[config.mk]
export PLATFORM = sky130hd
export DESIGN_NAME = snax_hwpe_tcdm_bridge_flat
export DESIGN_NICKNAME = d
export VERILOG_FILES = /design/src/rtl/snax_hwpe_tcdm_bridge_pkg.sv /design/src/rtl/hwpe_stream_intf_tcdm.sv /design/src/rtl/snax_hwpe_tcdm_bridge_fifo.sv /design/src/rtl/snax_hwpe_tcdm_bridge.sv /design/src/flat_wrapper.sv
export SDC_FILE = /design/constraint.sdc
export NUM_CORES = 1
export LEC_CHECK = 0
export BUFFER_PORTS_ARGS = -buffer_cell sky130_fd_sc_hd__buf_2
export CORE_MARGIN = 2
export CORE_UTILIZATION = 60
export CTS_CLUSTER_SIZE = 16
export DETAILED_ROUTE_END_ITERATION = 10
export PLACE_DENSITY = 0.86
export SLEW_MARGIN = 15
export SYNTH_ARGS = -nofsm -noshare
export SYNTH_HDL_FRONTEND = slang
export SYNTH_SLANG_ARGS = --single-unit
[constraint.sdc]
create_clock -name clk_i -period 11.8 [get_ports clk_i]
set_input_delay 0 -clock clk_i [delete_from_list [all_inputs] [get_ports clk_i]]
set_output_delay 0 -clock clk_i [all_outputs]
set_load 0.01 [all_outputs]
[src/rtl/snax_hwpe_tcdm_bridge_pkg.sv]
// Shared types for the HWPE-to-reqrsp TCDM bridge: queue entries, default reqrsp payloads
// and the lane-index width helper.
package snax_hwpe_bridge_pkg;

  localparam int unsigned MaxLaneIdxWidth = 3;

  typedef enum logic [3:0] {
    AMONone = 4'h0,
    AMOSwap = 4'h1,
    AMOAdd  = 4'h2,
    AMOAnd  = 4'h3,
    AMOOr   = 4'h4,
    AMOXor  = 4'h5,
    AMOMax  = 4'h6,
    AMOMaxu = 4'h7,
    AMOMin  = 4'h8,
    AMOMinu = 4'h9,
    AMOLR   = 4'hA,
    AMOSC   = 4'hB
  } amo_op_e;

  typedef struct packed {
    logic [31:0] addr;
    logic        write;
    logic [3:0]  be;
    logic [31:0] data;
  } hwpe_req_entry_t;

  // Lane is stored at the widest legal size so one type serves every data width.
  typedef struct packed {
    logic                       is_read;
    logic [MaxLaneIdxWidth-1:0] lane;
  } meta_entry_t;

  function automatic int unsigned lane_idx_width(input int unsigned mem_data_width);
    return (mem_data_width > 32) ? $clog2(mem_data_width / 32) : 1;
  endfunction

  typedef struct packed {
    logic [47:0] addr;
    logic        write;
    amo_op_e     amo;
    logic [63:0] data;
    logic [7:0]  strb;
    logic [0:0]  user;
  } tcdm_req_chan_t;

  typedef struct packed {
    tcdm_req_chan_t q;
    logic           q_valid;
    logic           p_ready;
  } tcdm_req_default_t;

  typedef struct packed {
    logic [63:0] data;
  } tcdm_rsp_chan_t;

  typedef struct packed {
    logic           q_ready;
    tcdm_rsp_chan_t p;
    logic           p_valid;
  } tcdm_rsp_default_t;

endpackage

[src/rtl/hwpe_stream_intf_tcdm.sv]
// 32-bit HWPE TCDM port: single-cycle grant on the request side, r_valid/r_data on the way back.
interface hwpe_stream_intf_tcdm;

  logic        req;
  logic        gnt;
  logic [31:0] add;
  logic        wen;
  logic [3:0]  be;
  logic [31:0] data;
  logic [31:0] r_data;
  logic        r_valid;

  modport master (output req, add, wen, be, data, input gnt, r_data, r_valid);
  modport slave (input req, add, wen, be, data, output gnt, r_data, r_valid);

endinterface

[src/rtl/snax_hwpe_tcdm_bridge_fifo.sv]
// common_cells-compatible fifo_v3 (registered output, no fall-through) used for both bridge queues.
module fifo_v3 #(
  parameter int unsigned DEPTH = 8,
  parameter type dtype = logic [31:0]
) (
  input  logic clk_i,
  input  logic rst_ni,
  output logic full_o,
  output logic empty_o,
  input  dtype data_i,
  input  logic push_i,
  output dtype data_o,
  input  logic pop_i
);

  localparam int unsigned AddrW = (DEPTH > 1) ? $clog2(DEPTH) : 1;
  localparam int unsigned CntW  = $clog2(DEPTH + 1);

  dtype             mem [DEPTH];
  logic [AddrW-1:0] rd_ptr;
  logic [AddrW-1:0] wr_ptr;
  logic [CntW-1:0]  count;
  logic             do_push;
  logic             do_pop;

  assign full_o  = (count == CntW'(DEPTH));
  assign empty_o = (count == '0);
  assign do_push = push_i & ~full_o;
  assign do_pop  = pop_i & ~empty_o;
  assign data_o  = mem[rd_ptr];

  always_ff @(posedge clk_i or negedge rst_ni) begin
    if (!rst_ni) begin
      rd_ptr <= '0;
      wr_ptr <= '0;
      count  <= '0;
    end else begin
      if (do_push) begin
        wr_ptr <= (wr_ptr == AddrW'(DEPTH - 1)) ? '0 : wr_ptr + 1'b1;
      end
      if (do_pop) begin
        rd_ptr <= (rd_ptr == AddrW'(DEPTH - 1)) ? '0 : rd_ptr + 1'b1;
      end
      count <= count + CntW'(do_push) - CntW'(do_pop);
    end
  end

  always_ff @(posedge clk_i) begin
    if (do_push) begin
      mem[wr_ptr] <= data_i;
    end
  end

endmodule

[src/rtl/snax_hwpe_tcdm_bridge.sv]
// Bridges a 32-bit HWPE TCDM port onto a wide reqrsp TCDM port with in-order response matching.
// Define SNAX_HWPE_TCDM_BRIDGE_STATS_EN to build the read/write/stall performance counters.
module snax_hwpe_tcdm_bridge
  import snax_hwpe_bridge_pkg::*;
#(
  parameter int unsigned AddrWidth      = 48,
  parameter int unsigned MemDataWidth   = 64,
  parameter int unsigned ReqFifoDepth   = 8,
  parameter int unsigned MaxOutstanding = 4,
  parameter type tcdm_req_t = tcdm_req_default_t,
  parameter type tcdm_rsp_t = tcdm_rsp_default_t
) (
  input  logic                       clk_i,
  input  logic                       rst_ni,
  output tcdm_req_t                  tcdm_req_o,
  input  tcdm_rsp_t                  tcdm_rsp_i,
  hwpe_stream_intf_tcdm.slave        hwpe_tcdm_slave,
  output logic                       busy_o,
  output logic [31:0]                stat_reads_o,
  output logic [31:0]                stat_writes_o,
  output logic [31:0]                stat_stall_o
);

  localparam int unsigned LaneW = lane_idx_width(MemDataWidth);
  localparam int unsigned StrbW = MemDataWidth / 8;
  localparam int unsigned OutW  = $clog2(MaxOutstanding + 1);

  hwpe_req_entry_t  push_entry;
  hwpe_req_entry_t  head;
  meta_entry_t      meta_push;
  meta_entry_t      meta_head;
  logic             req_full;
  logic             req_empty;
  logic             meta_full;
  logic             meta_empty;
  logic             push;
  logic             issue;
  logic             resp;
  logic             q_valid;
  logic [LaneW-1:0] lane;
  logic [OutW-1:0]  outstanding;

  assign push                = hwpe_tcdm_slave.req & ~req_full;
  assign hwpe_tcdm_slave.gnt = push;
  // HWPE wen is active-low write enable, so it is inverted into a write flag on entry.
  assign push_entry = '{
    addr:  hwpe_tcdm_slave.add,
    write: ~hwpe_tcdm_slave.wen,
    be:    hwpe_tcdm_slave.be,
    data:  hwpe_tcdm_slave.data
  };

  fifo_v3 #(
    .DEPTH (ReqFifoDepth),
    .dtype (hwpe_req_entry_t)
  ) i_req_fifo (
    .clk_i   (clk_i),
    .rst_ni  (rst_ni),
    .full_o  (req_full),
    .empty_o (req_empty),
    .data_i  (push_entry),
    .push_i  (push),
    .data_o  (head),
    .pop_i   (issue)
  );

  assign lane      = head.addr[LaneW+1:2];
  assign q_valid   = ~req_empty & (outstanding < OutW'(MaxOutstanding));
  assign issue     = q_valid & tcdm_rsp_i.q_ready;
  assign meta_push = '{is_read: ~head.write, lane: MaxLaneIdxWidth'(lane)};

  always_comb begin
    tcdm_req_o         = '0;
    tcdm_req_o.q.addr  = AddrWidth'(head.addr);
    tcdm_req_o.q.write = head.write;
    tcdm_req_o.q.amo   = AMONone;
    tcdm_req_o.q.data  = MemDataWidth'(head.data) << {lane, 5'b0};
    tcdm_req_o.q.strb  = StrbW'(head.be) << {lane, 2'b0};
    tcdm_req_o.q_valid = q_valid;
    tcdm_req_o.p_ready = 1'b1;
  end

  fifo_v3 #(
    .DEPTH (MaxOutstanding),
    .dtype (meta_entry_t)
  ) i_meta_fifo (
    .clk_i   (clk_i),
    .rst_ni  (rst_ni),
    .full_o  (meta_full),
    .empty_o (meta_empty),
    .data_i  (meta_push),
    .push_i  (issue),
    .data_o  (meta_head),
    .pop_i   (resp)
  );

  // A response with nothing outstanding is dropped so the counter can never underflow.
  assign resp                    = tcdm_rsp_i.p_valid & ~meta_empty;
  assign hwpe_tcdm_slave.r_valid = resp & meta_head.is_read;
  assign hwpe_tcdm_slave.r_data  = 32'(tcdm_rsp_i.p.data >> {meta_head.lane, 5'b0});

  always_ff @(posedge clk_i or negedge rst_ni) begin
    if (!rst_ni) begin
      outstanding <= '0;
    end else if (issue != resp) begin
      outstanding <= issue ? outstanding + 1'b1 : outstanding - 1'b1;
    end
  end

  assign busy_o = ~req_empty | (outstanding != '0);

`ifdef SNAX_HWPE_TCDM_BRIDGE_STATS_EN
  logic [31:0] reads;
  logic [31:0] writes;
  logic [31:0] stalls;

  always_ff @(posedge clk_i or negedge rst_ni) begin
    if (!rst_ni) begin
      reads  <= '0;
      writes <= '0;
      stalls <= '0;
    end else begin
      if (issue && head.write) begin
        writes <= writes + 32'd1;
      end
      if (issue && !head.write) begin
        reads <= reads + 32'd1;
      end
      if (hwpe_tcdm_slave.req && req_full) begin
        stalls <= stalls + 32'd1;
      end
    end
  end

  assign stat_reads_o  = reads;
  assign stat_writes_o = writes;
  assign stat_stall_o  = stalls;
`else
  assign stat_reads_o  = '0;
  assign stat_writes_o = '0;
  assign stat_stall_o  = '0;
`endif

  stray_response: assert property (@(posedge clk_i) disable iff (!rst_ni)
    tcdm_rsp_i.p_valid |-> !meta_empty)
    else $warning("snax_hwpe_tcdm_bridge: response received with no request outstanding");

  meta_overflow: assert property (@(posedge clk_i) disable iff (!rst_ni)
    issue |-> !meta_full)
    else $error("snax_hwpe_tcdm_bridge: meta FIFO overflow");

endmodule

[src/flat_wrapper.sv]
// flat-port wrapper written by rule: the top's interface ports become plain ports
module snax_hwpe_tcdm_bridge_flat import snax_hwpe_bridge_pkg::*;
#(
  parameter int unsigned AddrWidth      = 48,
  parameter int unsigned MemDataWidth   = 64,
  parameter int unsigned ReqFifoDepth   = 8,
  parameter int unsigned MaxOutstanding = 4,
  parameter type tcdm_req_t = tcdm_req_default_t,
  parameter type tcdm_rsp_t = tcdm_rsp_default_t
)
  (clk_i, rst_ni, tcdm_req_o, tcdm_rsp_i, busy_o, stat_reads_o, stat_writes_o, stat_stall_o, hwpe_tcdm_slave_req, hwpe_tcdm_slave_add, hwpe_tcdm_slave_wen, hwpe_tcdm_slave_be, hwpe_tcdm_slave_data, hwpe_tcdm_slave_gnt, hwpe_tcdm_slave_r_data, hwpe_tcdm_slave_r_valid);
  hwpe_stream_intf_tcdm hwpe_tcdm_slave_i ();
  input  logic clk_i;
  input  logic rst_ni;
  output tcdm_req_t tcdm_req_o;
  input  tcdm_rsp_t tcdm_rsp_i;
  output logic busy_o;
  output logic [31:0] stat_reads_o;
  output logic [31:0] stat_writes_o;
  output logic [31:0] stat_stall_o;
  input wire logic [$bits(hwpe_tcdm_slave_i.req)-1:0] hwpe_tcdm_slave_req;
  input wire logic [$bits(hwpe_tcdm_slave_i.add)-1:0] hwpe_tcdm_slave_add;
  input wire logic [$bits(hwpe_tcdm_slave_i.wen)-1:0] hwpe_tcdm_slave_wen;
  input wire logic [$bits(hwpe_tcdm_slave_i.be)-1:0] hwpe_tcdm_slave_be;
  input wire logic [$bits(hwpe_tcdm_slave_i.data)-1:0] hwpe_tcdm_slave_data;
  output wire logic [$bits(hwpe_tcdm_slave_i.gnt)-1:0] hwpe_tcdm_slave_gnt;
  output wire logic [$bits(hwpe_tcdm_slave_i.r_data)-1:0] hwpe_tcdm_slave_r_data;
  output wire logic [$bits(hwpe_tcdm_slave_i.r_valid)-1:0] hwpe_tcdm_slave_r_valid;
  assign hwpe_tcdm_slave_i.req = hwpe_tcdm_slave_req;
  assign hwpe_tcdm_slave_i.add = hwpe_tcdm_slave_add;
  assign hwpe_tcdm_slave_i.wen = hwpe_tcdm_slave_wen;
  assign hwpe_tcdm_slave_i.be = hwpe_tcdm_slave_be;
  assign hwpe_tcdm_slave_i.data = hwpe_tcdm_slave_data;
  assign hwpe_tcdm_slave_gnt = hwpe_tcdm_slave_i.gnt;
  assign hwpe_tcdm_slave_r_data = hwpe_tcdm_slave_i.r_data;
  assign hwpe_tcdm_slave_r_valid = hwpe_tcdm_slave_i.r_valid;
  snax_hwpe_tcdm_bridge #(.AddrWidth(AddrWidth), .MemDataWidth(MemDataWidth), .ReqFifoDepth(ReqFifoDepth), .MaxOutstanding(MaxOutstanding), .tcdm_req_t(tcdm_req_t), .tcdm_rsp_t(tcdm_rsp_t)) u_core (.clk_i(clk_i), .rst_ni(rst_ni), .tcdm_req_o(tcdm_req_o), .tcdm_rsp_i(tcdm_rsp_i), .hwpe_tcdm_slave(hwpe_tcdm_slave_i), .busy_o(busy_o), .stat_reads_o(stat_reads_o), .stat_writes_o(stat_writes_o), .stat_stall_o(stat_stall_o));
endmodule
-- Yosys cells after proc, flatten, opt, wreduce, memory -nomap -nowiden
Memories as Yosys holds them, arrays and structs flattened.
Cells that the tools add are included.
- register bits after elaboration: 20
- bits in writable memories: 560
- input port bits: 138
- output and inout bits: 259
- logic and storage cells: 58
- memories kept: 2
- memory list (name ; words ; width ; rd ports ; clocked after memory_dff ; wr ports ; line ; text):
    u_core.i_req_fifo.mem ; 8 ; 69 ; 1 ; 0 ; 1 ; snax_hwpe_tcdm_bridge_fifo.sv:19 ; dtype mem [DEPTH];
    u_core.i_meta_fifo.mem ; 4 ; 2 ; 1 ; 0 ; 1 ; snax_hwpe_tcdm_bridge_fifo.sv:19 ;
- $add $sub $neg: 10
- order comparisons: 1
- eq/ne operators: 7
- shift operators: 3
- mux-type cells: 9
- bitwise logic cells: 16
- reduce and logical (&&, ||, !) cells: 3
- operators by type and width (cell ; count):
    $shl A32 B6 Y64 ; 1
    $shr A64 B8 Y32 ; 1
    $add A3 B1 Y3 const B ; 3
    $and A1 B1 Y1 ; 9
    $eq A3 B3 Y1 const B ; 3
    $mux W3 ; 3
    $shl A4 B3 Y8 ; 1
    $not A1 Y1 ; 6
    $add A2 B1 Y2 const B ; 2
    $add A4 B1 Y4 ; 1
    $eq A2 B2 Y1 const B ; 2
    $eq A4 B4 Y1 const B ; 1
    $logic_not A4 Y1 ; 1
    $mux W1 ; 4
    $mux W2 ; 2
    $sub A4 B1 Y4 ; 1
    $add A3 B1 Y3 ; 1
    $logic_not A3 Y1 ; 1
    $lt A3 B3 Y1 const B ; 1
    $reduce_bool A3 Y1 ; 1
    $sub A3 B1 Y3 ; 1
    $sub A3 B1 Y3 const B ; 1
    $ne A1 B1 Y1 ; 1
    $or A1 B1 Y1 ; 1

-- Depth between registers and ports, before layout
- depth after elaboration: 7
- depth in mapped cells: 14
- gate-level depth less buffers: 14

-- Hierarchy
Synthesis repeated with hierarchy kept, for this count alone.
- cell total of the unflattened synthesis: 1216
- area, all modules: 24472.2 µm²
- modules (own cells, without submodules) (module ; times used ; cells an instance ; area each (µm²) ; sequential area each (µm²)):
    fifo_v3 at u_core.i_req_fifo ; 1 ; 857 ; 21323.0 ; 16826.1
    snax_hwpe_tcdm_bridge ; 1 ; 296 ; 2084.5 ; 75.1
    fifo_v3 at u_core.i_meta_fifo ; 1 ; 63 ; 1064.8 ; 655.6

-- Worst setup path before layout
No wires, ideal clock.
- path kind: register -> register
- start: reg u_core.i_req_fifo.count[2]
- end: mem u_core.i_req_fifo.mem[0][0] (netlist bit), enable pin
- setup time: 666 ps
- data arrival time: 7249 ps
- required time: 11134 ps
- path slack: 3886 ps
- cell stages (with the launch flop): 6
- path buffers: 0
- clock period less this slack: 7914 ps
- path through: dfrtp_1 -> inv_1 -> ha_1 -> nand2_1 -> nand2_1 -> nor4_1
- longest elaborated chain between the ends: 6
- ends and longest elaborated chain (item ; line ; text):
    from (decl) ; snax_hwpe_tcdm_bridge_fifo.sv:22 ; logic [CntW-1:0] count;
    from (signal assigned) ; snax_hwpe_tcdm_bridge_fifo.sv:44 ; count <= count + CntW'(do_push) - CntW'(do_pop);
    $eq A4 B4 Y1 * ; snax_hwpe_tcdm_bridge_fifo.sv:26 ; assign full_o = (count == CntW'(DEPTH));
    $not A1 Y1 * ; snax_hwpe_tcdm_bridge_fifo.sv:28, snax_hwpe_tcdm_bridge.sv:43 ;
    $and A1 B1 Y1 ; snax_hwpe_tcdm_bridge.sv:43 ; assign push = hwpe_tcdm_slave.req & ~req_full;
    $and A1 B1 Y1 * ; snax_hwpe_tcdm_bridge_fifo.sv:28 ; assign do_push = push_i & ~full_o;
    $mux W1 * ; snax_hwpe_tcdm_bridge_fifo.sv:49 ; if (do_push) begin
    $mux W1 (implied by the code) * ; snax_hwpe_tcdm_bridge_fifo.sv:50 ; mem[wr_ptr] <= data_i;
    to (decl) ; snax_hwpe_tcdm_bridge_fifo.sv:19 ;
Mark *: on every way between the ends. The rest lies on a longest branch, timed or not.

==> metrics.yaml <==
clock_tree:
  clk_pin_slew_ns: 0.06
  cts_setup_buffers: 0
  cts_buffers: 55
  tritoncts: "done"
  cts.sinks: 580
  clk_latency_ns: 0.61
  h-tree-depth: 2
  clockBufferDepth: 3
  clockRootBuffer: "clkbuf_16"
power_and_ir_drop:
  p_sw_share_pct: 33.1
  p_sw_mw: 2.32
  power.share.sequential_pct: 40.2
  cell_internal_pwr_mw: 4.69
  clkPwrFrac_pct: 25.0
  p_leak_nw: 10.0
  comb_power_share_pct: 34.8
  power_mw: 7.02
  ir_drop_v: 0.000192
  p_per_area_mw_per_mm2: 248
layout:
  fin_nets: 1810
  synthToLayoutAreaGrowth_pct: 16.5
  postLayoutCellArea_mm2: 0.0282
  layout_common_cells: "edfxtp_1, buf_2, mux4_2, conb_1, nand2_1"
  final_util_pct: 70.9
  nFillCells: 2448
  layout-drive-gt1-share_pct: 35.9
  final_common_cell: "edfxtp_1"
floorplan:
  fp.dieW_um: 205
  coreArea_mm2: 0.0398
  rows: 73
  dieArea_mm2: 0.0420
  fp.dieH_um: 205
  ios: 397
  start_util_pct: 60.8
place:
  dp_hpwl_um: 32000
  post-place-ws_ns: 8.12
  port_buffers: 278
  gp_congestion: 0.871
  postPlaceCellArea_mm2: 0.0257
run_status:
  outcome: "complete, no violations"
sta:
  finalHoldViolCount: 0
  timing.fmax_ghz: 0.240
  fin_worst_skew_ns: 0.0190
  setup_ws_ns: 7.64
  max_slew_margin_pct: 29.1
  worst_pin_slew_ns: 1.06
  fin_crit_ns: 4.16
  final.setup.tns_ns: 0
  rsz0062_at_grt: "no"
  drv_slew: 0
  finalSetupViolCount: 0
  period_share_pct: 35.3
setup_path:
  crit_type: "flip-flop to primary output"
  r2r_setup_slack_ns: 8.44
  worst-path-max-fanout: 49
  worstSetupStartpoint: "u_core.i_req_fifo.rd_ptr[0]"
  arrival_ns: 4.16
  cp_data_required_time_ns: 11.80
  rr_startpoint: "u_core.i_req_fifo.count[2]"
  crit_end: "tcdm_req_o[41]"
  reg2reg_to: "u_core.i_req_fifo.mem[3][9]"
  reg2regPathDepth: 8
  startpoint_type: "flip-flop"
  end_kind: "primary output"
logic_synthesis:
  yosysWarnings: 0
  yosysTopAreaCellShare_pct: 69.4
  synth_seq_cells: 580
  ys_types: 37
  syn_avg_cell_area_um2: 18.7
  synthTopCellsByArea: "edfxtp_1, mux4_2, buf_4, mux2_2, dfrtp_1"
  syn_inst: 1294
  synth_seq_area_share_pct: 71.5
  synthesis.area_mm2: 0.0242
  synth_top_cell_by_area: "edfxtp_1"
routing:
  wirelength_um: 53400
  drc_errors: 0
  antenna_left: 0
  post_drt_wl_per_cell_um: 24.0
  via_per_inst: 5.82
  via_count: 12900
  dr.pass1.iters: 7
  drtIter0Drc: 1235
run:
  cap_violations: 0
global_route:
  grt_overflow: 0
  grt_usage_pct: 25.6
  grt_pass1_wl_um: 78500
  grt_max_degree: 101
  grt_pass1_vias: 13000
  antenna_found_initial: 4
worst_hold_path:
  hp-class: "primary input to flip-flop"
[how the worst min path moves through the flow]
| stage | endpoint | slack (ns) | startpoint | cells after the start |
|---|---|---|---|---|
| global placement | u_core.i_meta_fifo.count[1] | -0.02 | rst_ni | 1 |
| CTS | u_core.i_req_fifo.wr_ptr[0] | 0.15 | hwpe_tcdm_slave_req | 4 |
| global route | u_core.i_req_fifo.mem[0][52] | 0.20 | hwpe_tcdm_slave_add[15] | 2 |
| detailed placement | u_core.i_meta_fifo.count[1] | -0.005 | rst_ni | 1 |
| finish | u_core.i_req_fifo.wr_ptr[1] | 0.19 | hwpe_tcdm_slave_req | 4 |
| floorplan | u_core.i_meta_fifo.count[0] | -0.30 | rst_ni | 0 |
[Yosys cell counts, drive strengths merged]
cell type / count
a21o: 2
buf: 169
nand2: 81
o31ai: 1
mux4: 138
and2: 4
nor2: 8
conb: 2
or4: 1
ha: 17
edfxtp: 560
nor2b: 1
mux2i: 7
nand2b: 2
inv: 19
clkbuf: 19
nand3b: 1
nand3: 75
xor2: 1
mux2: 73
nor4: 1
a21boi: 1
dfrtp: 20
a21oi: 2
nor3: 6
fa: 3
xnor2: 5
o21ai: 75
[per-layer routing]
| metal | track usage [%] | vias up | routed length, µm |
|---|---|---|---|
| li1 | - | 5583 | - |
| met2 | 41.9 | 609 | 26400 |
| met5 | 0 | - | 7 |
| met3 | 6.09 | 105 | 4570 |
| met1 | 34.3 | 6647 | 20800 |
| met4 | 8.66 | 2 | 1580 |
[sequential cells by signal, summed over array words and instances, names as in the netlist]
signal and count:
u_core.i_req_fifo.mem 552, u_core.i_meta_fifo.mem 8, u_core.i_req_fifo.count 4, u_core.i_meta_fifo.count 3, u_core.i_req_fifo.rd_ptr 3, u_core.i_req_fifo.wr_ptr 3
u_core.outstanding 3, u_core.i_meta_fifo.rd_ptr 2, u_core.i_meta_fifo.wr_ptr 2
[power by group through the flow]
stage                     combinational [mW]  clock (mW)  sequential (mW)
after floorplan                         1.77           0             2.76
after global placement                  2.38           0             2.83
after detailed placement                2.43           0             2.86
after CTS                               2.47        1.78             2.82
after global routing                    2.64        1.86             2.85
final                                   2.44        1.75             2.82
[through the flow]
stage               std cells  hold slack (ns)
finish                   2223            0.185
global placement         2047          -0.0188
CTS                      2220            0.149
floorplan                1410           -0.296
detailed placement       2047         -0.00542
global route             2223            0.196
[cell families after synthesis]
logic type | Yosys count | synth area share [%]
AOI/OAI and AO/OA | 81 | 1.75
adders and majority gates | 20 | 1.13
other | 2 | 0.0310
xor gates and xnor gates | 6 | 0.248
muxes | 218 | 16.6
buffers and inverters | 207 | 5.50
and+or+nand+nor | 180 | 3.32
DFF | 580 | 71.5
[area by class of cell]
cell class / instances / area (µm²) / area share (%)
tap: 525 / 657 / 2.33
timing repair buffer: 373 / 2290 / 8.10
sequential: 580 / 17300 / 61.4
clock buffer: 63 / 1410 / 4.98
multi-input combinational: 623 / 6080 / 21.5
clock inverter: 37 / 393 / 1.39
inverter: 19 / 71.3 / 0.253
antenna: 3 / 7.51 / 0.0266
[what timing repair did]
item / in CTS / in global routing
setup endpoints to repair: 0 / 0
hold buffers: 73 / 0
endpoints found under the hold margin: 580 / 0
gates resized for setup: 0 / 0
[critical path: stages, from the launching register on]
cell and delay [ns]:
dfrtp_4 0.82, buf_4 0.63, buf_4 0.83, mux4_2 0.62, nand2_1 0.08, o21ai_0 0.20, buf_2 0.25
Power figures use the tool's default switching activity.
